`config.mk`:
```
export PLATFORM = sky130hd
export DESIGN_NAME = frog_controller
export DESIGN_NICKNAME = d
export VERILOG_FILES = /design/src/rtl/frog_controller.sv
export SDC_FILE = /design/constraint.sdc
export NUM_CORES = 1
export LEC_CHECK = 0
export ABC_AREA = 1
export CORE_AREA = 2 2 97 99
export DETAILED_ROUTE_END_ITERATION = 7
export DIE_AREA = 0 0 99 101
export PLACE_DENSITY = 0.56
export SLEW_MARGIN = 20
export SYNTH_ARGS = -nofsm -noshare
export SYNTH_HDL_FRONTEND = slang
export SYNTH_SLANG_ARGS = --single-unit
```
`constraint.sdc`:
```
create_clock -name clk -period 2.6 [get_ports clk]
set_clock_uncertainty 0.1 [all_clocks]
set_input_delay 0.52 -clock clk [delete_from_list [all_inputs] [get_ports clk]]
set_output_delay 0.52 -clock clk [all_outputs]
set_load 0.03 [all_outputs]
```
`src/rtl/frog_controller.sv`:
```
`default_nettype none
// ============================================================================
// Module      : frog_controller
// Description : Moves the frog across the playfield grid from four debounced
//               switches. It tracks the remaining lives, handles collision
//               deaths with a timed freeze and respawn, and detects game over.
//               All outputs are registered.
//
// Ports       : clk            system clock (single domain)
//               rst_n          asynchronous active-low reset
//               debounced_sw1  move up    (y-1)
//               debounced_sw2  move down  (y+1)
//               debounced_sw3  move left  (x-1)
//               debounced_sw4  move right (x+1)
//               collision      obstacle hit on the current frog cell (level)
//               reset_frog     return frog to the start cell (from level_counter)
//               frog_x         frog column, 0..GRID_W-1
//               frog_y         frog row, 0 = goal row, GRID_H-1 = start row
//               frog_at_top    high while frog_y==0 and the frog is alive
//               lives          lives remaining
//               reset_level    one-cycle pulse on entry to game over
//
// Options     : FROG_WRAP_X_EN - when defined, horizontal moves wrap around
//               the grid edges instead of clamping. Vertical moves always clamp.
//
// Revision    : 1.0 - initial release
// ============================================================================
module frog_controller #(
    parameter int GRID_W      = 20,
    parameter int GRID_H      = 15,
    parameter int START_LIVES = 3,
    parameter int DEATH_HOLD  = 25_000_000
) (
    input  logic       clk,
    input  logic       rst_n,
    input  logic       debounced_sw1,
    input  logic       debounced_sw2,
    input  logic       debounced_sw3,
    input  logic       debounced_sw4,
    input  logic       collision,
    input  logic       reset_frog,
    output logic [4:0] frog_x,
    output logic [3:0] frog_y,
    output logic       frog_at_top,
    output logic [1:0] lives,
    output logic       reset_level
);

    // The hold counter counts 0..DEATH_HOLD-1 while dying.
    localparam int               c_CNT_W       = (DEATH_HOLD > 1) ? $clog2(DEATH_HOLD) : 1;
    localparam logic [4:0]       c_START_X     = 5'(GRID_W / 2);
    localparam logic [4:0]       c_MAX_X       = 5'(GRID_W - 1);
    localparam logic [3:0]       c_MAX_Y       = 4'(GRID_H - 1);
    localparam logic [1:0]       c_START_LIVES = 2'(START_LIVES);
    localparam logic [c_CNT_W-1:0] c_LAST_CNT  = c_CNT_W'(DEATH_HOLD - 1);

    typedef enum logic [1:0] {
        ALIVE     = 2'd0,
        DYING     = 2'd1,
        GAME_OVER = 2'd2
    } state_t;

    state_t               r_state, w_state_d;
    logic [4:0]           r_x, w_x_d, w_mv_x;
    logic [3:0]           r_y, w_y_d, w_mv_y;
    logic [1:0]           r_lives, w_lives_d;
    logic [c_CNT_W-1:0]   r_cnt, w_cnt_d;
    logic [3:0]           r_sw_q;
    logic                 r_top, w_top_d;
    logic                 r_reset_level, w_reset_level_d;

    logic [3:0]           w_sw;
    logic [3:0]           w_edge;
    logic                 w_all_sw;
    logic                 w_any_edge;

    // Bit 0 is up, bit 3 is right: the index order is the move priority.
    assign w_sw       = {debounced_sw4, debounced_sw3, debounced_sw2, debounced_sw1};
    assign w_edge     = w_sw & ~r_sw_q;
    assign w_all_sw   = &w_sw;
    assign w_any_edge = |w_edge;

    // Candidate position for this cycle's single highest-priority move.
    always_comb begin
        w_mv_x = r_x;
        w_mv_y = r_y;
        if (w_edge[0]) begin
            w_mv_y = (r_y == 4'd0) ? 4'd0 : r_y - 4'd1;
        end else if (w_edge[1]) begin
            w_mv_y = (r_y == c_MAX_Y) ? c_MAX_Y : r_y + 4'd1;
        end else if (w_edge[2]) begin
`ifdef FROG_WRAP_X_EN
            w_mv_x = (r_x == 5'd0) ? c_MAX_X : r_x - 5'd1;
`else
            w_mv_x = (r_x == 5'd0) ? 5'd0 : r_x - 5'd1;
`endif
        end else if (w_edge[3]) begin
`ifdef FROG_WRAP_X_EN
            w_mv_x = (r_x == c_MAX_X) ? 5'd0 : r_x + 5'd1;
`else
            w_mv_x = (r_x == c_MAX_X) ? c_MAX_X : r_x + 5'd1;
`endif
        end
    end

    // Next-state logic. Order of the checks encodes the in-cycle priority:
    // all-switch restart, then reset_frog, then collision, then moves.
    always_comb begin
        w_state_d       = r_state;
        w_x_d           = r_x;
        w_y_d           = r_y;
        w_lives_d       = r_lives;
        w_cnt_d         = r_cnt;
        w_reset_level_d = 1'b0;

        if (w_all_sw) begin
            w_state_d = ALIVE;
            w_lives_d = c_START_LIVES;
            w_x_d     = c_START_X;
            w_y_d     = c_MAX_Y;
            w_cnt_d   = '0;
        end else begin
            unique case (r_state)
                ALIVE: begin
                    if (reset_frog) begin
                        w_x_d = c_START_X;
                        w_y_d = c_MAX_Y;
                    end else if (collision && (r_y != 4'd0)) begin
                        if (r_lives > 2'd1) begin
                            // Frog stays frozen on the collision cell.
                            w_lives_d = r_lives - 2'd1;
                            w_state_d = DYING;
                            w_cnt_d   = '0;
                        end else begin
                            w_lives_d       = 2'd0;
                            w_state_d       = GAME_OVER;
                            w_reset_level_d = 1'b1;
                        end
                    end else begin
                        w_x_d = w_mv_x;
                        w_y_d = w_mv_y;
                    end
                end
                DYING: begin
                    if (r_cnt == c_LAST_CNT) begin
                        w_cnt_d   = '0;
                        w_state_d = ALIVE;
                        w_x_d     = c_START_X;
                        w_y_d     = c_MAX_Y;
                    end else begin
                        w_cnt_d = r_cnt + c_CNT_W'(1);
                    end
                end
                GAME_OVER: begin
                    if (w_any_edge) begin
                        w_state_d = ALIVE;
                        w_lives_d = c_START_LIVES;
                        w_x_d     = c_START_X;
                        w_y_d     = c_MAX_Y;
                    end
                end
                default: begin
                    w_state_d = ALIVE;
                end
            endcase
        end

        // Registered flag tracks the next frog row so it changes with frog_y.
        w_top_d = (w_state_d == ALIVE) && (w_y_d == 4'd0);
    end

    // History registers reset high so a switch held through reset is not
    // seen as a fresh press.
    always_ff @(posedge clk or negedge rst_n) begin
        if (!rst_n) begin
            r_state       <= ALIVE;
            r_x           <= c_START_X;
            r_y           <= c_MAX_Y;
            r_lives       <= c_START_LIVES;
            r_cnt         <= '0;
            r_sw_q        <= 4'b1111;
            r_top         <= 1'b0;
            r_reset_level <= 1'b0;
        end else begin
            r_state       <= w_state_d;
            r_x           <= w_x_d;
            r_y           <= w_y_d;
            r_lives       <= w_lives_d;
            r_cnt         <= w_cnt_d;
            r_sw_q        <= w_sw;
            r_top         <= w_top_d;
            r_reset_level <= w_reset_level_d;
        end
    end

    assign frog_x      = r_x;
    assign frog_y      = r_y;
    assign frog_at_top = r_top;
    assign lives       = r_lives;
    assign reset_level = r_reset_level;

endmodule
`default_nettype wire
```
==> flow_summary_export.csv <==
group,metric,value,unit
layout,drive_gt1_share,10.7,%
floorplanning,start_util,34.1,%
yosys,synthArstFlopShare,100,%
cts,cts.hold.buffers_added,0,
sta,tightest_slew,0.550,ns
floorplanning,dieArea,10000,um2
floorplanning,ioPinCount,21,
detailed_routing,firstDrtPassIters,4,
floorplanning,rows,35,
detailed_routing,top_layer_used,"met4",
yosys,synth-seq-area-share,36.5,%
worst_setup_path,cp_common_cell,"nand3_4",
sta,tns,0,ns
yosys,synth_commonest_cells,"nand2_1, inv_1, nor2_1",
sta,hold_slack,0.103,ns
yosys,synth-edff-count,0,
cts,cts_tree,"done",
grt,first_global_vias,2619,
grt,grt_max_degree,24,
worst_setup_path,required,2.69,ns
yosys,yosysTopAreaCellShare,27.0,%
worst_setup_path,cp-start-kind,"flip-flop",
power_and_ir_drop,total_power,2940,uW
sta,finalMaxSlewViolations,0,
worst_setup_path,critPathSlowestCell,"dfstp_2",
cts,clk_pin_slew,0.08,ns
floorplanning,core_area,8980,um2
sta,fin_crit_sh,90.7,%
cts,cts_max_level,2,
sta,setup_viol_count_final,0,
cts,numCtsBuffers,5,
placed_design,gp_congestion,0.833,
cts,clk_latency,0.30,ns
cts,root_buffer,"clkbuf_8",
power_and_ir_drop,vdd_ir_drop_max,0.000221,V
cts,clockBufferDepth,2,
power_and_ir_drop,leakagePower,0.00170,uW
sta,fmax,424,MHz
layout,finish.utilization,39.7,%
worst_setup_path,crit_type,"flip-flop to flip-flop",
detailed_routing,wl_met1,3.55,mm
power_and_ir_drop,p_per_area,824,nW/um2
worst_setup_path,crit_start,"frog_y[1]",
worst_setup_path,crit_chain,"inv_1 -> ha_1 -> nand3_4 -> nand3_4 -> nand3_2 -> nand2_2 -> buf_4 -> nor3_1 -> nand2_1 -> o21ai_0 -> nor2_1",
yosys,synthesis.nets,456,
grt,grt_pass1_wl,12.5,mm
sta,finalCriticalPeriod,2.36,ns
grt,overflow,0,
placed_design,dp_hpwl,5.54,mm
status,outcome,"finished clean",
yosys,yosysWarnings,0,
detailed_routing,vias,2860,
layout,antennaDiodeCount,0,
yosys,ys_top_cells_by_area,"dfrtp_1, nand2_1, dfstp_2",
detailed_routing,drc,0,
grt,antenna_found_initial,0,
sta,rsz0062_at_grt,"false",
detailed_routing,postRouteAntennaNets,0,
yosys,synth_cells,438,
detailed_routing,first_iter_violations,144,
yosys,yosysMostFrequentCell,"nand2_1",
worst_setup_path,endpoint_kind,"flip-flop",
detailed_routing,wl_met2,3.23,mm
grt,track_usage,15.1,%
min_path,hold_class,"input pin to async pin",
worst_setup_path,cpPeakStageDelay,0.53,ns
detailed_routing,dr_wl_met3,259,um
placed_design,numPortBuffers,20,
floorplanning,die_w,99,um
floorplanning,dieHeight,101,um
detailed_routing,routedWlPerCell,12.2,um
cts,cts_sinks,44,
yosys,yosys_most_used_dff,"dfrtp_1",
layout,nNetsFinal,492,
yosys,synthesis.area,3060,um2
yosys,synth_area_per_cell,6.98,um2
cts,cts_resized,0,
layout,areaGrowthSynthToFinish,16.7,%
yosys,synth_cell_type_count,40,
detailed_routing,routed_wl,7.13,mm
sta,slew_headroom,63.1,%
flow_run,cap_violations,0,
detailed_routing,vias_per_cell,4.88,
yosys,ys_seq_elements,44,
worst_setup_path,cp_max_fo,7,
worst_setup_path,reg2reg_from,"frog_y[1]",
sta,hold_viol,0,
worst_setup_path,critPathArrivalTime,2.44,ns
cts,cts_setup_buffers,0,
yosys,synth_area_leader_cell,"dfrtp_1",
## worst max-delay path, delay by kind of cell (launching register included)
| kind | cells | cell delay [ns] |
|---|---|---|
| AO/OA/AOI/OAI | 1 | 0.17 |
| adder cells (fa/ha/maj) | 1 | 0.26 |
| buffers and inverters | 2 | 0.29 |
| flip-flops | 1 | 0.53 |
| AND/OR/NAND/NOR | 7 | 0.90 |
## cell usage in the layout (no fill, tap or decap), types with 2 or more instances in the layout
cell,count
nand2_1,112
inv_1,61
nor2_1,61
dfrtp_1,33
nand3_1,31
a21oi_1,29
o21ai_0,23
clkdlybuf4s50_1,19
nor3_1,14
buf_4,13
dfstp_2,11
ha_1,10
nand4_1,9
xor2_1,6
clkbuf_8,6
inv_2,3
nand2_2,2
nand3_4,2
nand4_2,2
o211ai_1,2
nor2_8,2
nand2_4,2
o21ai_1,2
clkbuf_1,2
## where the power goes
| group | switching (uW) | internal, uW |
|---|---|---|
| registers | 137 | 838 |
| logic | 954 | 553 |
| clock network | 240 | 217 |
## worst paths after layout
kind | depth (start not counted) | slack (ns) | endpoint
max | 11 | 0.24 | r_cnt[13]
min | 1 | 0.10 | r_cnt[19]
max reg2reg | 11 | 0.24 | r_cnt[13]
min reg2reg | 1 | 0.41 | r_cnt[0]
max in group asynchronous | 2 | 1.71 | frog_y[3]
min in group clk | 1 | 0.41 | r_cnt[0]
## sequential cells by signal, summed over array words and instances (netlist names)
| register | count |
|---|---|
| frog_at_top | 1 |
| frog_y | 4 |
| frog_x | 5 |
| r_cnt | 25 |
| r_sw_q | 4 |
| reset_level | 1 |
| r_state | 2 |
| lives | 2 |
## area by class of cell
type                            count  area, um2
Fill cell                         938       5410
Inverter                           64        240
Timing Repair Buffer               34        313
Multi-Input combinational cell    325       1670
Sequential cell                    44       1110
Clock buffer                        8       90.1
Tap cell                          111        139
## cells by family after synthesis
family | share of synthesized area, %
XOR/XNOR | 1.72
adder cells (fa/ha/maj) | 4.09
flip-flops | 36.5
AO/OA/AOI/OAI | 12.7
AND/OR/NAND/NOR | 36.1
buffers and inverters | 8.92
## per-layer routing
layer	GRT usage, %	vias to the layer above
met3	1.94	6
met1	21.7	1308
met2	24.1	53
met5	0	-
met4	4.00	0
li1	-	1493
## through the flow
step	std cells	setup WS (ns)	cell area [um2]
2_1_floorplan	438	0.352	3060
5_1_grt	586	0.0597	3570
4_1_cts	586	0.240	3570
6_report	586	0.241	3570
3_3_place_gp	578	0.0647	3480
3_5_place_dp	578	0.0451	3480
Power figures use the tool's default switching activity.
